File: config.mk
export PLATFORM = sky130hd
export DESIGN_NAME = stopwatch_ctrl
export DESIGN_NICKNAME = d
export VERILOG_FILES = /design/src/rtl/stopwatch_ctrl_pkg.sv /design/src/rtl/btn_debounce.sv /design/src/rtl/stopwatch_ctrl.sv
export SDC_FILE = /design/constraint.sdc
export NUM_CORES = 1
export LEC_CHECK = 0
export ABC_AREA = 0
export BUFFER_PORTS_ARGS = -buffer_cell sky130_fd_sc_hd__buf_2
export CAP_MARGIN = 20
export CELL_PAD_IN_SITES_DETAIL_PLACEMENT = 1
export CELL_PAD_IN_SITES_GLOBAL_PLACEMENT = 2
export CORE_ASPECT_RATIO = 1.25
export CORE_MARGIN = 3
export CORE_UTILIZATION = 36
export CTS_BUF_LIST = sky130_fd_sc_hd__clkbuf_8
export DETAILED_ROUTE_END_ITERATION = 8
export PLACE_DENSITY = 0.78
export SYNTH_ARGS = -nofsm -noshare
export SYNTH_HDL_FRONTEND = slang
export SYNTH_SLANG_ARGS = --single-unit
export TNS_END_PERCENT = 20
File: constraint.sdc
create_clock -name CLK -period 1.1 [get_ports CLK]
set_input_delay 0 -clock CLK [delete_from_list [all_inputs] [get_ports CLK]]
set_output_delay 0 -clock CLK [all_outputs]
set_load 0.05 [all_outputs]
File: src/rtl/stopwatch_ctrl_pkg.sv
// Shared constants for the stopwatch sequencer: state encodings and STATE width.
// Reused by the display mux and benches.
package stopwatch_ctrl_pkg;

    localparam int STATE_W = 2;

    typedef enum logic [STATE_W-1:0] {
        ST_IDLE  = 2'd0,
        ST_RUN   = 2'd1,
        ST_PAUSE = 2'd2,
        ST_LAP   = 2'd3
    } sw_state_e;

    // RUN and LAP both keep the prescaler moving; LAP only freezes the display.
    function automatic logic is_counting(sw_state_e s);
        return (s == ST_RUN) || (s == ST_LAP);
    endfunction

endpackage

File: src/rtl/btn_debounce.sv
// Push-button conditioner: 2-flop synchronizer, consecutive-sample debounce,
// and a one-cycle registered pulse on each accepted press (releases are silent).
module btn_debounce #(
    parameter int DB_CYCLES = 4
) (
    input  logic i_clk,
    input  logic i_rst_n,
    input  logic i_btn,
    output logic o_pulse
);

    localparam int            CW       = (DB_CYCLES > 1) ? $clog2(DB_CYCLES) : 1;
    localparam logic [CW-1:0] CNT_LAST = CW'(DB_CYCLES - 1);

    logic          r_sync1;
    logic          r_sync2;
    logic          r_db;
    logic          r_pulse;
    logic [CW-1:0] r_cnt;
    logic          w_differ;
    logic          w_accept;

    // The DB_CYCLES-th consecutive disagreeing sample flips the level.
    assign w_differ = r_sync2 ^ r_db;
    assign w_accept = w_differ && (r_cnt == CNT_LAST);

    always_ff @(posedge i_clk or negedge i_rst_n) begin
        if (!i_rst_n) begin
            r_sync1 <= 1'b0;
            r_sync2 <= 1'b0;
            r_db    <= 1'b0;
            r_pulse <= 1'b0;
            r_cnt   <= '0;
        end else begin
            r_sync1 <= i_btn;
            r_sync2 <= r_sync1;
            r_pulse <= w_accept && r_sync2;
            if (w_accept) begin
                r_db  <= r_sync2;
                r_cnt <= '0;
            end else if (w_differ) begin
                r_cnt <= r_cnt + CW'(1);
            end else begin
                r_cnt <= '0;
            end
        end
    end

    assign o_pulse = r_pulse;

endmodule

File: src/rtl/stopwatch_ctrl.sv
// Stopwatch sequencer: debounced START_STOP / LAP_RESET drive a four-state FSM
// that generates TICK, CLR and HOLD for the centisecond counter chain.
module stopwatch_ctrl
    import stopwatch_ctrl_pkg::*;
#(
    parameter int TICK_DIV    = 10,
    parameter int DB_CYCLES   = 4,
    parameter bit STOP_AT_MAX = 1'b1
) (
    input  logic               CLK,
    input  logic               RST,
    input  logic               START_STOP,
    input  logic               LAP_RESET,
    input  logic               AT_MAX,
    output logic               TICK,
    output logic               CLR,
    output logic               HOLD,
    output logic [STATE_W-1:0] STATE
);

    localparam int            PW     = $clog2(TICK_DIV);
    localparam logic [PW-1:0] P_LAST = PW'(TICK_DIV - 1);

    sw_state_e     r_state;
    sw_state_e     w_next;
    logic [PW-1:0] r_presc;
    logic [PW-1:0] w_presc_next;
    logic          r_tick;
    logic          r_clr;
    logic          r_hold;
    logic          w_ss_p;
    logic          w_lr_p;
    logic          w_active;
    logic          w_term;
    logic          w_max_stop;
    logic          w_tick;
    logic          w_clr;

    btn_debounce #(.DB_CYCLES(DB_CYCLES)) u_db_ss (
        .i_clk   (CLK),
        .i_rst_n (RST),
        .i_btn   (START_STOP),
        .o_pulse (w_ss_p)
    );

    btn_debounce #(.DB_CYCLES(DB_CYCLES)) u_db_lr (
        .i_clk   (CLK),
        .i_rst_n (RST),
        .i_btn   (LAP_RESET),
        .o_pulse (w_lr_p)
    );

    // A terminal prescaler count with the chain at 99 pauses instead of ticking.
    assign w_active   = is_counting(r_state);
    assign w_term     = w_active && (r_presc == P_LAST);
    assign w_max_stop = STOP_AT_MAX && w_term && AT_MAX;
    assign w_tick     = w_term && !w_max_stop;

    always_comb begin
        w_presc_next = r_presc;
        if (w_active) begin
            w_presc_next = w_term ? '0 : r_presc + PW'(1);
        end else if (r_state == ST_IDLE) begin
            w_presc_next = '0;
        end
    end

    // START_STOP has priority whenever both pulses land in the same cycle.
    always_comb begin
        w_next = r_state;
        w_clr  = 1'b0;
        case (r_state)
            ST_IDLE: begin
                if (w_ss_p)      w_next = ST_RUN;
                else if (w_lr_p) w_clr  = 1'b1;
            end
            ST_RUN: begin
                if (w_max_stop || w_ss_p) w_next = ST_PAUSE;
                else if (w_lr_p)          w_next = ST_LAP;
            end
            ST_LAP: begin
                if (w_max_stop || w_ss_p) w_next = ST_PAUSE;
                else if (w_lr_p)          w_next = ST_RUN;
            end
            ST_PAUSE: begin
                if (w_ss_p) begin
                    w_next = ST_RUN;
                end else if (w_lr_p) begin
                    w_next = ST_IDLE;
                    w_clr  = 1'b1;
                end
            end
            default: w_next = ST_IDLE;
        endcase
    end

    always_ff @(posedge CLK or negedge RST) begin
        if (!RST) begin
            r_state <= ST_IDLE;
            r_presc <= '0;
            r_tick  <= 1'b0;
            r_clr   <= 1'b0;
            r_hold  <= 1'b0;
        end else begin
            r_state <= w_next;
            r_presc <= w_presc_next;
            r_tick  <= w_tick;
            r_clr   <= w_clr;
            r_hold  <= (w_next == ST_LAP);
        end
    end

    assign TICK  = r_tick;
    assign CLR   = r_clr;
    assign HOLD  = r_hold;
    assign STATE = r_state;

endmodule

==> impl_results.html, run 1 <==
<table>
<tr><th>Metric</th><th>Value</th></tr>
<tr><th colspan="2">Run status</th></tr>
<tr><td>Run status</td><td>finished, violations left</td></tr>
<tr><td>Failing checks</td><td>negative setup slack</td></tr>
<tr><th colspan="2">Die</th></tr>
<tr><td>Die area</td><td>0.00291 mm2</td></tr>
<tr><td>Height of the chip</td><td>59.6 um</td></tr>
<tr><td>I/O pin total</td><td>10</td></tr>
<tr><td>Initial core utilization</td><td>0.399</td></tr>
<tr><td>Die outline width</td><td>48.9 um</td></tr>
<tr><td>Number of rows in the core area</td><td>18</td></tr>
<tr><td>Area inside the core boundary</td><td>0.00207 mm2</td></tr>
<tr><th colspan="2">Clocking</th></tr>
<tr><td>Maximum count of clock buffers along a single path</td><td>2</td></tr>
<tr><td>Post-CTS clock slew at the launch and capture registers of the worst setup and hold paths</td><td>0.07 ns</td></tr>
<tr><td>H-Tree Level Count</td><td>1</td></tr>
<tr><td>Clock tree from TritonCTS</td><td>built</td></tr>
<tr><td>Number of buffers inserted during clock tree synthesis</td><td>3</td></tr>
<tr><td>Insertion delay of the later-clocked pin in the worst-skew pair</td><td>0.26 ns</td></tr>
<tr><td>TritonCTS sink count</td><td>21</td></tr>
<tr><td>Root Buffer Master</td><td>sky130_fd_sc_hd__clkbuf_8</td></tr>
<tr><th colspan="2">Cells and area</th></tr>
<tr><td>Final standard cell utilization of the core</td><td>0.507</td></tr>
<tr><td>Final std cell area, no fill</td><td>0.00105 mm2</td></tr>
<tr><td>Area of the multi-input gates</td><td>298 um2</td></tr>
<tr><td>Sequential cell area</td><td>528 um2</td></tr>
<tr><td>Nets</td><td>96</td></tr>
<tr><td>Area Overhead vs Synth</td><td>27.1%</td></tr>
<tr><td>Ant diodes</td><td>0</td></tr>
<tr><td>Filler-free cell count of the finished design</td><td>116</td></tr>
<tr><td>Ratio of cells with drive above 1 in the final layout</td><td>0.314</td></tr>
<tr><td>Fill cell count</td><td>226</td></tr>
<tr><th colspan="2">Synthesis</th></tr>
<tr><td>Seq/Total Area, Yosys</td><td>0.635</td></tr>
<tr><td>Commonest cells in the netlist</td><td>sky130_fd_sc_hd__dfrtp_1 (21), sky130_fd_sc_hd__nand2_1 (5), sky130_fd_sc_hd__ha_1 (4), sky130_fd_sc_hd__inv_1 (4), sky130_fd_sc_hd__nor3b_1 (4)</td></tr>
<tr><td>Distinct cell type count after synthesis</td><td>23</td></tr>
<tr><td>Leading register cell type out of synthesis</td><td>sky130_fd_sc_hd__dfrtp_1</td></tr>
<tr><td>Cells taking the most area after synthesis</td><td>sky130_fd_sc_hd__dfrtp_1 (64%), sky130_fd_sc_hd__ha_1 (6.1%), sky130_fd_sc_hd__nor3b_1 (3.6%)</td></tr>
<tr><td>Number of enable flip-flop cells after synthesis</td><td>0</td></tr>
<tr><td>Cell area after synthesis</td><td>827 um2</td></tr>
<tr><td>Synth warnings</td><td>0</td></tr>
<tr><td>Fraction of registers with async set or reset after synthesis</td><td>1.00</td></tr>
<tr><td>Area share of the largest cell type after synthesis</td><td>0.635</td></tr>
<tr><td>Dominant cell by count in the synthesized netlist</td><td>sky130_fd_sc_hd__dfrtp_1</td></tr>
<tr><td>Number of standard cells after synthesis</td><td>65</td></tr>
<tr><td>Area leader, netlist</td><td>sky130_fd_sc_hd__dfrtp_1</td></tr>
<tr><td>Number of synthesized register bits</td><td>21</td></tr>
<tr><td>Mean area per synthesized cell</td><td>12.7 um2</td></tr>
<tr><td>Post-synth net total</td><td>74</td></tr>
<tr><th colspan="2">Pwr</th></tr>
<tr><td>Part of the power in combinational logic</td><td>0.343</td></tr>
<tr><td>Net switching power</td><td>0.000924 W</td></tr>
<tr><td>Total leakage power</td><td>0.492 nW</td></tr>
<tr><td>Worst vdd rail ir drop</td><td>1210 uV</td></tr>
<tr><td>Internal power</td><td>0.00161 W</td></tr>
<tr><td>Sw frac</td><td>0.365</td></tr>
<tr><td>Power density over the cells</td><td>2410 mW/mm2</td></tr>
<tr><td>Proportion of power drawn by flip-flops and latches</td><td>0.463</td></tr>
<tr><td>Proportion of power drawn by the clock network</td><td>0.194</td></tr>
<tr><th colspan="2">Min path</th></tr>
<tr><td>Worst min-delay path category</td><td>in -&gt; async</td></tr>
<tr><th colspan="2">Placement</th></tr>
<tr><td>Placed cell count</td><td>106</td></tr>
<tr><td>Area after detailed placement</td><td>927 um2</td></tr>
<tr><td>Global placer's final weighted congestion</td><td>0.832</td></tr>
<tr><td>PortBufs</td><td>9</td></tr>
<tr><td>Post-DP HPWL</td><td>1.11 mm</td></tr>
<tr><td>Worst setup timing slack at the placement stage</td><td>-0.0490 ns</td></tr>
<tr><th colspan="2">Worst setup path</th></tr>
<tr><td>Length in cells of the worst reg-to-reg path</td><td>5</td></tr>
<tr><td>Critical path arrival</td><td>1.30 ns</td></tr>
<tr><td>Setup crit start kind</td><td>flip-flop</td></tr>
<tr><td>Required time worst endpoint</td><td>1.23 ns</td></tr>
<tr><td>Kind of critical path</td><td>reg -&gt; reg</td></tr>
<tr><td>Capturing element type of the critical path</td><td>flip-flop</td></tr>
<tr><td>Max FO, Critical Path</td><td>5</td></tr>
<tr><th colspan="2">Routing</th></tr>
<tr><td>Drt total wl</td><td>1.54 mm</td></tr>
<tr><td>First-iteration detailed-routing DRC count</td><td>2</td></tr>
<tr><td>Number of optimization iterations in the first detailed-route pass</td><td>2</td></tr>
<tr><td>Number of antenna-violating nets in the routed design</td><td>0</td></tr>
<tr><td>Vias per inst</td><td>5.00</td></tr>
<tr><td>Total via count in the routed design</td><td>580</td></tr>
<tr><td>Number of remaining DRC errors</td><td>0</td></tr>
<tr><td>Detail-routed net length per standard cell</td><td>13.3 um</td></tr>
<tr><th colspan="2">Global route</th></tr>
<tr><td>Met2 Use GR</td><td>0.233</td></tr>
<tr><td>Number of antenna violations at the first check in global routing</td><td>0</td></tr>
<tr><td>Met1 global-route usage</td><td>0.138</td></tr>
<tr><td>Grt total ovfl</td><td>0</td></tr>
<tr><td>GR Layer Usage met3</td><td>0.0302</td></tr>
<tr><td>Via count of the first global-routing pass</td><td>631</td></tr>
<tr><td>Grt peak-use layer</td><td>met2</td></tr>
<tr><td>Maximum number of pins on one net before global-route repair</td><td>22</td></tr>
<tr><td>First-pass GRT wire length</td><td>2.74 mm</td></tr>
<tr><td>All-layer global routing usage</td><td>0.125</td></tr>
<tr><th colspan="2">STA</th></tr>
<tr><td>Max-slew headroom at the worst pin</td><td>0.695</td></tr>
<tr><td>Minimum clock period after layout</td><td>1.17 ns</td></tr>
<tr><td>Peak Freq</td><td>0.857 GHz</td></tr>
<tr><td>RSZ-0062 raised after global routing</td><td>true</td></tr>
<tr><td>Number of slew-limit violations in the final report</td><td>0</td></tr>
<tr><td>Setup TNS</td><td>-0.114 ns</td></tr>
<tr><td>Final clock skew</td><td>0.00338 ns</td></tr>
<tr><td>Setup WS post-layout</td><td>-0.0663 ns</td></tr>
<tr><td>Number of hold violations in the final report</td><td>0</td></tr>
<tr><td>Setup Viol. Count Final</td><td>4</td></tr>
<tr><td>Slew at the pin with the worst max-slew slack</td><td>0.458 ns</td></tr>
<tr><td>Part of the cycle the worst path needs</td><td>1.06</td></tr>
<tr><th colspan="2">Run</th></tr>
<tr><td>Maximum Capacitance Violations</td><td>0</td></tr>
</table>
==> power by group through the flow <==
stage	Combinational [W]	Clock [W]	Sequential [W]
6_report	0.000868	0.000491	0.00117
5_1_grt	0.000982	0.000541	0.00121
4_1_cts	0.000859	0.000513	0.00117
3_5_place_dp	0.000798	0	0.00118
3_3_place_gp	0.000762	0	0.00117
2_1_floorplan	0.000441	0	0.00130
==> path summary, 6_finish.rpt <==
| kind | start | endpoint | slack [ns] |
|---|---|---|---|
| min in group CLK | u_db_ss.r_sync1$_DFF_PN0_ | u_db_ss.r_sync2$_DFF_PN0_ | 0.36 |
| hold reg to reg | u_db_ss.r_sync1$_DFF_PN0_ | u_db_ss.r_sync2$_DFF_PN0_ | 0.36 |
| setup reg to reg | r_presc[1]$_DFFE_PN0P_ | r_presc[2]$_DFFE_PN0P_ | -0.07 |
| hold / removal | RST | HOLD$_DFF_PN0_ | 0.23 |
| max in group asynchronous | RST | STATE[0]$_DFF_PN0_ | 0.53 |
| setup / recovery | r_presc[1]$_DFFE_PN0P_ | r_presc[2]$_DFFE_PN0P_ | -0.07 |
==> metal layers <==
layer / vias up / routed length (um)
li1: 270 / -
met3: 4 / 44
met2: 9 / 823
met5: - / 0
met4: 0 / 19
met1: 297 / 655
==> registers in the layout (all words and copies together) (netlist names) <==
signal,count
u_db_ss.r_cnt,2
u_db_ss.o_pulse,1
u_db_ss.r_sync1,1
TICK,1
u_db_lr.r_db,1
STATE,2
u_db_lr.r_cnt,2
u_db_lr.r_sync1,1
u_db_ss.r_db,1
u_db_lr.r_sync2,1
u_db_lr.o_pulse,1
r_presc,4
HOLD,1
CLR,1
u_db_ss.r_sync2,1
==> placed cells by master (no fill, tap or decap), types with 2 or more instances in the layout <==
cell type,n
sky130_fd_sc_hd__dfrtp_1,19
sky130_fd_sc_hd__buf_2,9
sky130_fd_sc_hd__nand2_1,5
sky130_fd_sc_hd__buf_4,5
sky130_fd_sc_hd__nor3b_1,4
sky130_fd_sc_hd__dlygate4sd3_1,4
sky130_fd_sc_hd__inv_1,3
sky130_fd_sc_hd__o21ai_0,3
sky130_fd_sc_hd__nor3_1,3
sky130_fd_sc_hd__clkbuf_8,3
sky130_fd_sc_hd__dfrtp_2,2
sky130_fd_sc_hd__inv_2,2
sky130_fd_sc_hd__mux2_2,2
sky130_fd_sc_hd__xnor2_1,2
sky130_fd_sc_hd__nand3b_1,2
sky130_fd_sc_hd__nand4_1,2
sky130_fd_sc_hd__ha_1,2
==> what timing repair did <==
item / CTS / global route
setup buffers: 1 / 1
gates cloned: 0 / 0
pin swaps: 2 / 4
endpoints found under the hold margin: 24 / 0
endpoints found under the setup margin: 5 / 9
gates resized for setup: 5 / 0
hold buffers: 4 / 0
==> critical path: stages (launching register included) <==
cell                       delay [ns]
sky130_fd_sc_hd__dfrtp_1         0.39
sky130_fd_sc_hd__inv_2           0.08
sky130_fd_sc_hd__ha_4            0.13
sky130_fd_sc_hd__nand3b_1        0.16
sky130_fd_sc_hd__nand4_1         0.16
sky130_fd_sc_hd__o311ai_2        0.11
==> per-stage QoR <==
step                total power [W]  hold WS [ns]
floorplan                   0.00174        -0.296
global placement            0.00193       -0.0259
detailed placement          0.00198       -0.0182
CTS                         0.00255         0.234
global route                0.00273         0.261
finish                      0.00253         0.230
==> final cells by class <==
| type | count | area share |
|---|---|---|
| repair buffers | 18 | 0.117 |
| flip-flops and latches | 21 | 0.502 |
| multi-input cells | 38 | 0.283 |
| inverters | 5 | 0.0179 |
| well taps | 30 | 0.0357 |
| clock inverters | 1 | 0.00476 |
| clock buffers | 3 | 0.0393 |
==> logic make-up (layout without fill, tap and decap cells) <==
family / after synthesis / in the layout / share of synthesized area
flip-flops: 21 / 21 / 0.635
multiplexers: 2 / 2 / 0.0272
XOR/XNOR: 3 / 3 / 0.0318
buffers and inverters: 6 / 27 / 0.0318
AO/OA/AOI/OAI: 8 / 8 / 0.0666
adder cells (fa/ha/maj): 4 / 4 / 0.0605
AND/OR/NAND/NOR: 21 / 21 / 0.147
(Power assumes the default switching activity.)
==> run 2: changes to the inputs <==
--- a/config.mk
+++ b/config.mk
@@ -12,11 +12,12 @@
 export CELL_PAD_IN_SITES_GLOBAL_PLACEMENT = 2
 export CORE_ASPECT_RATIO = 1.25
 export CORE_MARGIN = 3
-export CORE_UTILIZATION = 36
+export CORE_UTILIZATION = 35
 export CTS_BUF_LIST = sky130_fd_sc_hd__clkbuf_8
 export DETAILED_ROUTE_END_ITERATION = 8
-export PLACE_DENSITY = 0.78
+export PLACE_DENSITY = 0.76
 export SYNTH_ARGS = -nofsm -noshare
 export SYNTH_HDL_FRONTEND = slang
+export SYNTH_HIERARCHICAL = 1
 export SYNTH_SLANG_ARGS = --single-unit
 export TNS_END_PERCENT = 20
==> impl_results.html, run 2 <==
<table>
<tr><th>Metric</th><th>Value</th></tr>
<tr><th colspan="2">Synthesis</th></tr>
<tr><td>Post-synth net total</td><td>78</td></tr>
<tr><td>Number of synthesized register bits</td><td>21</td></tr>
<tr><td>Number of standard cells after synthesis</td><td>69</td></tr>
<tr><td>Distinct cell type count after synthesis</td><td>22</td></tr>
<tr><td>Mean area per synthesized cell</td><td>12.3 um2</td></tr>
<tr><td>Commonest cells in the netlist</td><td>sky130_fd_sc_hd__dfrtp_1 (21), sky130_fd_sc_hd__nand2_1 (8), sky130_fd_sc_hd__o21ai_0 (5), sky130_fd_sc_hd__ha_1 (4), sky130_fd_sc_hd__inv_1 (4)</td></tr>
<tr><td>Area leader, netlist</td><td>sky130_fd_sc_hd__dfrtp_1</td></tr>
<tr><td>Seq/Total Area, Yosys</td><td>0.621</td></tr>
<tr><td>Cells taking the most area after synthesis</td><td>sky130_fd_sc_hd__dfrtp_1 (62%), sky130_fd_sc_hd__ha_1 (5.9%), sky130_fd_sc_hd__nand2_1 (3.6%)</td></tr>
<tr><td>Dominant cell by count in the synthesized netlist</td><td>sky130_fd_sc_hd__dfrtp_1</td></tr>
<tr><td>Number of enable flip-flop cells after synthesis</td><td>0</td></tr>
<tr><td>Fraction of registers with async set or reset after synthesis</td><td>1.00</td></tr>
<tr><td>Leading register cell type out of synthesis</td><td>sky130_fd_sc_hd__dfrtp_1</td></tr>
<tr><td>Synth warnings</td><td>6</td></tr>
<tr><td>Cell area after synthesis</td><td>846 um2</td></tr>
<tr><td>Area share of the largest cell type after synthesis</td><td>0.621</td></tr>
<tr><th colspan="2">Clocking</th></tr>
<tr><td>Insertion delay of the later-clocked pin in the worst-skew pair</td><td>0.25 ns</td></tr>
<tr><td>TritonCTS sink count</td><td>21</td></tr>
<tr><td>Clock tree from TritonCTS</td><td>built</td></tr>
<tr><td>H-Tree Level Count</td><td>1</td></tr>
<tr><td>Number of buffers inserted during clock tree synthesis</td><td>3</td></tr>
<tr><td>Root Buffer Master</td><td>sky130_fd_sc_hd__clkbuf_8</td></tr>
<tr><td>Maximum count of clock buffers along a single path</td><td>2</td></tr>
<tr><td>Post-CTS clock slew at the launch and capture registers of the worst setup and hold paths</td><td>0.08 ns</td></tr>
<tr><th colspan="2">Routing</th></tr>
<tr><td>Number of remaining DRC errors</td><td>0</td></tr>
<tr><td>Detail-routed net length per standard cell</td><td>12.0 um</td></tr>
<tr><td>Total via count in the routed design</td><td>575</td></tr>
<tr><td>First-iteration detailed-routing DRC count</td><td>9</td></tr>
<tr><td>Number of optimization iterations in the first detailed-route pass</td><td>3</td></tr>
<tr><td>Number of antenna-violating nets in the routed design</td><td>0</td></tr>
<tr><td>Drt total wl</td><td>1.47 mm</td></tr>
<tr><td>Vias per inst</td><td>4.71</td></tr>
<tr><th colspan="2">Placement</th></tr>
<tr><td>PortBufs</td><td>9</td></tr>
<tr><td>Post-DP HPWL</td><td>1.05 mm</td></tr>
<tr><td>Global placer's final weighted congestion</td><td>0.716</td></tr>
<tr><td>Area after detailed placement</td><td>956 um2</td></tr>
<tr><th colspan="2">Worst setup path</th></tr>
<tr><td>Required time worst endpoint</td><td>1.24 ns</td></tr>
<tr><td>Kind of critical path</td><td>reg -&gt; reg</td></tr>
<tr><td>Kind of cell adding the most delay to the critical path</td><td>flip-flops</td></tr>
<tr><td>Maximum cell stage delay along the critical path</td><td>0.38 ns</td></tr>
<tr><td>Combined buffer and inverter count along the critical path</td><td>1</td></tr>
<tr><td>Critical path arrival</td><td>1.38 ns</td></tr>
<tr><td>Worst path slowest cell</td><td>sky130_fd_sc_hd__dfrtp_1</td></tr>
<tr><td>Max FO, Critical Path</td><td>3</td></tr>
<tr><td>Cells along the critical path</td><td>inv_1 -&gt; ha_2 -&gt; and3b_2 -&gt; a21oi_2 -&gt; mux2_4</td></tr>
<tr><td>Capturing element type of the critical path</td><td>flip-flop</td></tr>
<tr><td>Setup crit start kind</td><td>flip-flop</td></tr>
<tr><th colspan="2">STA</th></tr>
<tr><td>Peak Freq</td><td>0.806 GHz</td></tr>
<tr><td>Number of slew-limit violations in the final report</td><td>0</td></tr>
<tr><td>Number of hold violations in the final report</td><td>0</td></tr>
<tr><td>Part of the cycle the worst path needs</td><td>1.13</td></tr>
<tr><td>RSZ-0062 raised after global routing</td><td>true</td></tr>
<tr><td>Final clock skew</td><td>0.00535 ns</td></tr>
<tr><td>Minimum clock period after layout</td><td>1.24 ns</td></tr>
<tr><td>Setup Viol. Count Final</td><td>7</td></tr>
<tr><td>Max-slew headroom at the worst pin</td><td>0.695</td></tr>
<tr><td>Slew at the pin with the worst max-slew slack</td><td>0.458 ns</td></tr>
<tr><td>Setup WS post-layout</td><td>-0.140 ns</td></tr>
<tr><th colspan="2">Cells and area</th></tr>
<tr><td>Area of the multi-input gates</td><td>314 um2</td></tr>
<tr><td>Max FFs per register</td><td>4</td></tr>
<tr><td>Nets</td><td>101</td></tr>
<tr><td>Ratio of cells with drive above 1 in the final layout</td><td>0.319</td></tr>
<tr><td>Commonest non-fill, non-tap cell in the layout</td><td>sky130_fd_sc_hd__dfrtp_1</td></tr>
<tr><td>Sequential cell area</td><td>527 um2</td></tr>
<tr><td>Leading cell types in the layout, fill and taps excluded</td><td>sky130_fd_sc_hd__dfrtp_1 (20), sky130_fd_sc_hd__buf_2 (9), sky130_fd_sc_hd__nand2_1 (8), sky130_fd_sc_hd__buf_4 (6)</td></tr>
<tr><td>Ant diodes</td><td>0</td></tr>
<tr><td>Final std cell area, no fill</td><td>0.00107 mm2</td></tr>
<tr><td>Fill cell count</td><td>253</td></tr>
<tr><td>Area Overhead vs Synth</td><td>26.9%</td></tr>
<tr><td>Register bank with the most flops</td><td>r_presc</td></tr>
<tr><th colspan="2">Pwr</th></tr>
<tr><td>Worst vdd rail ir drop</td><td>865 uV</td></tr>
<tr><td>Total leakage power</td><td>0.515 nW</td></tr>
<tr><td>PnR Total Power</td><td>0.00250 W</td></tr>
<tr><td>Power density over the cells</td><td>2330 mW/mm2</td></tr>
<tr><th colspan="2">Die</th></tr>
<tr><td>Die outline width</td><td>50.0 um</td></tr>
<tr><td>Area inside the core boundary</td><td>0.00226 mm2</td></tr>
<tr><td>Die area</td><td>0.00305 mm2</td></tr>
<tr><td>I/O pin total</td><td>10</td></tr>
<tr><td>Height of the chip</td><td>61.0 um</td></tr>
<tr><td>Number of rows in the core area</td><td>19</td></tr>
<tr><td>Initial core utilization</td><td>0.375</td></tr>
<tr><th colspan="2">Min path</th></tr>
<tr><td>Worst min-delay path category</td><td>in -&gt; async</td></tr>
<tr><th colspan="2">Global route</th></tr>
<tr><td>Number of antenna violations at the first check in global routing</td><td>0</td></tr>
<tr><td>Maximum number of pins on one net before global-route repair</td><td>22</td></tr>
<tr><td>Via count of the first global-routing pass</td><td>610</td></tr>
<tr><td>Grt total ovfl</td><td>0</td></tr>
<tr><td>All-layer global routing usage</td><td>0.113</td></tr>
<tr><td>First-pass GRT wire length</td><td>2.61 mm</td></tr>
<tr><th colspan="2">Run</th></tr>
<tr><td>Maximum Capacitance Violations</td><td>0</td></tr>
<tr><th colspan="2">Run status</th></tr>
<tr><td>Run status</td><td>finished, violations left</td></tr>
<tr><td>Failing checks</td><td>negative setup slack</td></tr>
</table>
run 2: cell types whose count changed after synthesis, sizes merged, moves of 2 or more:
| cell | previous run | this run |
|---|---|---|
| a21oi | 0 | 3 |
| nand2 | 5 | 8 |
| o21ai | 3 | 6 |
| nand4 | 2 | 0 |
| nor2 | 1 | 3 |
| o311ai | 2 | 0 |
run 2: final timing paths:
kind	startpoint	to	slack (ns)	depth (start not counted)
setup / recovery	r_presc[1]$_DFFE_PN0P_	STATE[0]$_DFF_PN0_	-0.14	5
hold reg to reg	u_db_lr/r_sync1$_DFF_PN0_	u_db_lr/r_sync2$_DFF_PN0_	0.35	0
hold / removal	RST	CLR$_DFF_PN0_	0.22	2
min in group CLK	u_db_lr/r_sync1$_DFF_PN0_	u_db_lr/r_sync2$_DFF_PN0_	0.35	0
max in group asynchronous	RST	STATE[0]$_DFF_PN0_	0.53	2
setup reg to reg	r_presc[1]$_DFFE_PN0P_	STATE[0]$_DFF_PN0_	-0.14	5
run 2: repair_timing:
| item | in CTS | in global routing |
|---|---|---|
| hold buffers | 4 | 0 |
| resized for setup | 5 | 2 |
| setup buffers | 1 | 1 |
| setup endpoints to repair | 5 | 7 |
| pin swaps | 5 | 0 |
| hold endpoints to repair | 24 | 0 |
run 2: per-stage QoR:
stage | TNS [ns] | instances | hold slack (ns) | worst slack [ns] | utilization
after floorplan | -0.476 | 69 | -0.296 | -0.116 | -
after global placement | -0.263 | 112 | -0.0272 | -0.120 | 0.423
after detailed placement | -0.381 | 112 | -0.0206 | -0.148 | 0.423
after CTS | -0.266 | 121 | 0.232 | -0.141 | 0.471
after global routing | -0.950 | 122 | 0.253 | -0.212 | 0.475
final | -0.444 | 122 | 0.221 | -0.140 | 0.475
run 2: kinds of logic after synthesis:
family          Yosys count  synth area share
fa+ha+maj                 4            0.0592
xor+xnor                  5            0.0518
buf+inv                   5            0.0237
compound gates           10            0.0666
mux                       1            0.0133
simple gates             23             0.164
flops                    21             0.621
run 2: routing by layer:
metal | share of wire | track usage | up-vias
li1 | - | - | 277
met1 | 0.45 | 0.144 | 287
met2 | 0.50 | 0.191 | 9
met3 | 0.033 | 0.0147 | 2
met4 | 0.012 | 0.0593 | 0
met5 | 0 | 0 | -
run 2: area by class of cell:
class,instances,share of cell area
Timing Repair Buffer,19,0.121
Sequential cell,21,0.491
Inverter,4,0.0140
Multi-Input combinational cell,43,0.293
Clock inverter,1,0.00699
Tap cell,31,0.0361
Clock buffer,3,0.0385
run 2: worst register-to-register path, delay by kind of cell, from the launching register on:
kind	cells	cell delay, ns
compound gates	1	0.06
fa+ha+maj	1	0.17
buf+inv	1	0.06
flops	1	0.38
mux	1	0.25
simple gates	1	0.20
run 2: report_power, final:
part	leakage, nW	switching, W	internal, W	total [W]
clock network	0.0217	0.000245	0.000255	0.000500
registers	0.270	0.000162	0.000968	0.00113
logic	0.224	0.000496	0.000378	0.000874
total	0.515	0.000903	0.00160	0.00250
==> run 3: changes to the inputs <==
--- a/config.mk
+++ b/config.mk
@@ -15,7 +15,8 @@
 export CORE_UTILIZATION = 35
 export CTS_BUF_LIST = sky130_fd_sc_hd__clkbuf_8
 export DETAILED_ROUTE_END_ITERATION = 8
-export PLACE_DENSITY = 0.76
+export PLACE_DENSITY_LB_ADDON = 0.1
+export RECOVER_POWER = 100
 export SYNTH_ARGS = -nofsm -noshare
 export SYNTH_HDL_FRONTEND = slang
 export SYNTH_HIERARCHICAL = 1
==> impl_results.html, run 3 (synthesis gave the netlist of run 2 again) <==
<table>
<tr><th>Metric</th><th>Value</th></tr>
<tr><th colspan="2">Worst setup path</th></tr>
<tr><td>Setup crit start kind</td><td>flip-flop</td></tr>
<tr><td>Kind of cell adding the most delay to the critical path</td><td>flip-flops</td></tr>
<tr><td>Length in cells of the worst reg-to-reg path</td><td>5</td></tr>
<tr><td>Worst reg2reg setup slack</td><td>-0.12 ns</td></tr>
<tr><td>Worst path slowest cell</td><td>sky130_fd_sc_hd__dfrtp_1</td></tr>
<tr><td>Kind of critical path</td><td>reg -&gt; reg</td></tr>
<tr><td>Combined buffer and inverter count along the critical path</td><td>1</td></tr>
<tr><td>Maximum cell stage delay along the critical path</td><td>0.38 ns</td></tr>
<tr><td>Cells along the critical path</td><td>inv_1 -&gt; ha_2 -&gt; and3b_2 -&gt; a21oi_2 -&gt; mux2_4</td></tr>
<tr><td>Worst flop-to-flop path endpoint</td><td>STATE[0]$_DFF_PN0_</td></tr>
<tr><td>Required time worst endpoint</td><td>1.25 ns</td></tr>
<tr><td>Capturing element type of the critical path</td><td>flip-flop</td></tr>
<tr><td>Worst reg2reg path startpoint</td><td>r_presc[1]$_DFFE_PN0P_</td></tr>
<tr><td>Max FO, Critical Path</td><td>3</td></tr>
<tr><td>Critical path arrival</td><td>1.36 ns</td></tr>
<tr><th colspan="2">Clocking</th></tr>
<tr><td>Insertion delay of the later-clocked pin in the worst-skew pair</td><td>0.26 ns</td></tr>
<tr><td>TritonCTS sink count</td><td>21</td></tr>
<tr><td>Maximum count of clock buffers along a single path</td><td>2</td></tr>
<tr><td>H-Tree Level Count</td><td>1</td></tr>
<tr><td>Post-CTS clock slew at the launch and capture registers of the worst setup and hold paths</td><td>0.08 ns</td></tr>
<tr><td>Clock tree from TritonCTS</td><td>built</td></tr>
<tr><td>Number of buffers inserted during clock tree synthesis</td><td>3</td></tr>
<tr><td>Root Buffer Master</td><td>sky130_fd_sc_hd__clkbuf_8</td></tr>
<tr><th colspan="2">Routing</th></tr>
<tr><td>Total via count in the routed design</td><td>558</td></tr>
<tr><td>Vias per inst</td><td>4.61</td></tr>
<tr><td>Drt total wl</td><td>1.35 mm</td></tr>
<tr><td>Number of antenna-violating nets in the routed design</td><td>0</td></tr>
<tr><td>Detail-routed net length per standard cell</td><td>11.2 um</td></tr>
<tr><td>First-iteration detailed-routing DRC count</td><td>1</td></tr>
<tr><td>Number of optimization iterations in the first detailed-route pass</td><td>4</td></tr>
<tr><td>Number of remaining DRC errors</td><td>0</td></tr>
<tr><th colspan="2">Placement</th></tr>
<tr><td>Worst setup timing slack at the placement stage</td><td>-0.164 ns</td></tr>
<tr><td>Post-DP HPWL</td><td>1.03 mm</td></tr>
<tr><td>PortBufs</td><td>9</td></tr>
<tr><td>Global placer's final weighted congestion</td><td>0.716</td></tr>
<tr><th colspan="2">Cells and area</th></tr>
<tr><td>Ant diodes</td><td>0</td></tr>
<tr><td>Nets</td><td>100</td></tr>
<tr><td>Leading cell types in the layout, fill and taps excluded</td><td>sky130_fd_sc_hd__dfrtp_1 (20), sky130_fd_sc_hd__nand2_1 (8), sky130_fd_sc_hd__clkbuf_2 (5), sky130_fd_sc_hd__buf_4 (5)</td></tr>
<tr><td>Area Overhead vs Synth</td><td>24.6%</td></tr>
<tr><td>Fill cell count</td><td>258</td></tr>
<tr><td>Max FFs per register</td><td>4</td></tr>
<tr><td>Ratio of cells with drive above 1 in the final layout</td><td>0.278</td></tr>
<tr><td>Register bank with the most flops</td><td>r_presc</td></tr>
<tr><td>Commonest non-fill, non-tap cell in the layout</td><td>sky130_fd_sc_hd__dfrtp_1</td></tr>
<tr><th colspan="2">Min path</th></tr>
<tr><td>Worst min-delay path category</td><td>in -&gt; async</td></tr>
<tr><th colspan="2">Die</th></tr>
<tr><td>Area inside the core boundary</td><td>0.00226 mm2</td></tr>
<tr><td>Initial core utilization</td><td>0.375</td></tr>
<tr><td>Number of rows in the core area</td><td>19</td></tr>
<tr><td>Die outline width</td><td>50.0 um</td></tr>
<tr><td>Height of the chip</td><td>61.0 um</td></tr>
<tr><td>Die area</td><td>0.00305 mm2</td></tr>
<tr><td>I/O pin total</td><td>10</td></tr>
<tr><th colspan="2">Pwr</th></tr>
<tr><td>Proportion of power drawn by flip-flops and latches</td><td>0.462</td></tr>
<tr><td>Net switching power</td><td>0.000869 W</td></tr>
<tr><td>PnR Total Power</td><td>0.00244 W</td></tr>
<tr><td>Power density over the cells</td><td>2310 mW/mm2</td></tr>
<tr><td>Part of the power in combinational logic</td><td>0.333</td></tr>
<tr><td>Total leakage power</td><td>0.505 nW</td></tr>
<tr><td>Internal power</td><td>0.00157 W</td></tr>
<tr><td>Sw frac</td><td>0.357</td></tr>
<tr><td>Proportion of power drawn by the clock network</td><td>0.205</td></tr>
<tr><td>Worst vdd rail ir drop</td><td>1290 uV</td></tr>
<tr><th colspan="2">Global route</th></tr>
<tr><td>Number of antenna violations at the first check in global routing</td><td>0</td></tr>
<tr><td>Maximum number of pins on one net before global-route repair</td><td>22</td></tr>
<tr><td>All-layer global routing usage</td><td>0.118</td></tr>
<tr><td>Grt total ovfl</td><td>0</td></tr>
<tr><td>First-pass GRT wire length</td><td>2.63 mm</td></tr>
<tr><td>Via count of the first global-routing pass</td><td>605</td></tr>
<tr><th colspan="2">STA</th></tr>
<tr><td>Peak Freq</td><td>0.822 GHz</td></tr>
<tr><td>Worst Hold Slack</td><td>0.235 ns</td></tr>
<tr><td>Final clock skew</td><td>0.00508 ns</td></tr>
<tr><td>Setup Viol. Count Final</td><td>4</td></tr>
<tr><td>Part of the cycle the worst path needs</td><td>1.11</td></tr>
<tr><td>Slew at the pin with the worst max-slew slack</td><td>0.504 ns</td></tr>
<tr><td>Number of hold violations in the final report</td><td>0</td></tr>
<tr><td>RSZ-0062 raised after global routing</td><td>true</td></tr>
<tr><td>Number of slew-limit violations in the final report</td><td>0</td></tr>
<tr><td>Max-slew headroom at the worst pin</td><td>0.664</td></tr>
<tr><td>Minimum clock period after layout</td><td>1.22 ns</td></tr>
<tr><td>Setup WS post-layout</td><td>-0.117 ns</td></tr>
<tr><th colspan="2">Run</th></tr>
<tr><td>Maximum Capacitance Violations</td><td>0</td></tr>
<tr><th colspan="2">Run status</th></tr>
<tr><td>Run status</td><td>finished, violations left</td></tr>
<tr><td>Failing checks</td><td>negative setup slack</td></tr>
</table>
[run 3: what timing repair did]
action                     CTS  global route
hold buffers                 4             0
pin swaps                    3             1
hold endpoints to repair    24             0
buffers inserted             0             1
resized for setup            4             2
setup endpoints to repair    5             7
[run 3: layout make-up]
class | count | area (um2) | share of cell area
clock buffers | 3 | 41.3 | 0.0392
inverters | 4 | 15.0 | 0.0143
clock inverters | 1 | 7.51 | 0.00713
repair buffers | 18 | 123 | 0.116
flip-flops and latches | 21 | 527 | 0.500
multi-input cells | 43 | 302 | 0.286
well taps | 31 | 38.8 | 0.0368
[run 3: worst max path at each step]
stage,cells after the start,slack (ns),startpoint,end
finish,5,-0.12,r_presc[1]$_DFFE_PN0P_,STATE[0]$_DFF_PN0_
global route,5,-0.19,r_presc[1]$_DFFE_PN0P_,STATE[0]$_DFF_PN0_
CTS,5,-0.14,r_presc[1]$_DFFE_PN0P_,STATE[0]$_DFF_PN0_
detailed placement,5,-0.16,r_presc[1]$_DFFE_PN0P_,STATE[0]$_DFF_PN0_
global placement,5,-0.12,r_presc[1]$_DFFE_PN0P_,STATE[0]$_DFF_PN0_
floorplan,5,-0.12,r_presc[1]$_DFFE_PN0P_,STATE[0]$_DFF_PN0_
[run 3: per-stage QoR]
stage | instances | area, um2 | TNS [ns] | util
floorplan | 69 | 847 | -0.476 | -
global placement | 112 | 956 | -0.293 | 0.423
detailed placement | 112 | 956 | -0.411 | 0.423
CTS | 120 | 1060 | -0.282 | 0.468
global route | 121 | 1050 | -0.901 | 0.466
finish | 121 | 1050 | -0.268 | 0.466
[run 3: power by group through the flow]
stage	clock (W)	combinational, W	sequential, W
CTS	0.000529	0.000824	0.00113
global route	0.000566	0.000926	0.00117
detailed placement	0	0.000787	0.00114
finish	0.000499	0.000812	0.00113
floorplan	0	0.000408	0.00129
global placement	0	0.000783	0.00114
[run 3: per-layer routing]
layer	track usage	part of all wire	wire (um)	vias to the layer above
li1	-	-	-	273
met1	0.140	0.45	611	274
met2	0.200	0.50	676	9
met3	0.0295	0.035	47	2
met4	0.0593	0.012	16	0
met5	0	0	0	-
[run 3: worst register-to-register path: stages (launching register included)]
cell and delay (ns):
sky130_fd_sc_hd__dfrtp_1 0.38, sky130_fd_sc_hd__inv_1 0.06, sky130_fd_sc_hd__ha_2 0.16, sky130_fd_sc_hd__and3b_2 0.20, sky130_fd_sc_hd__a21oi_2 0.06, sky130_fd_sc_hd__mux2_4 0.26
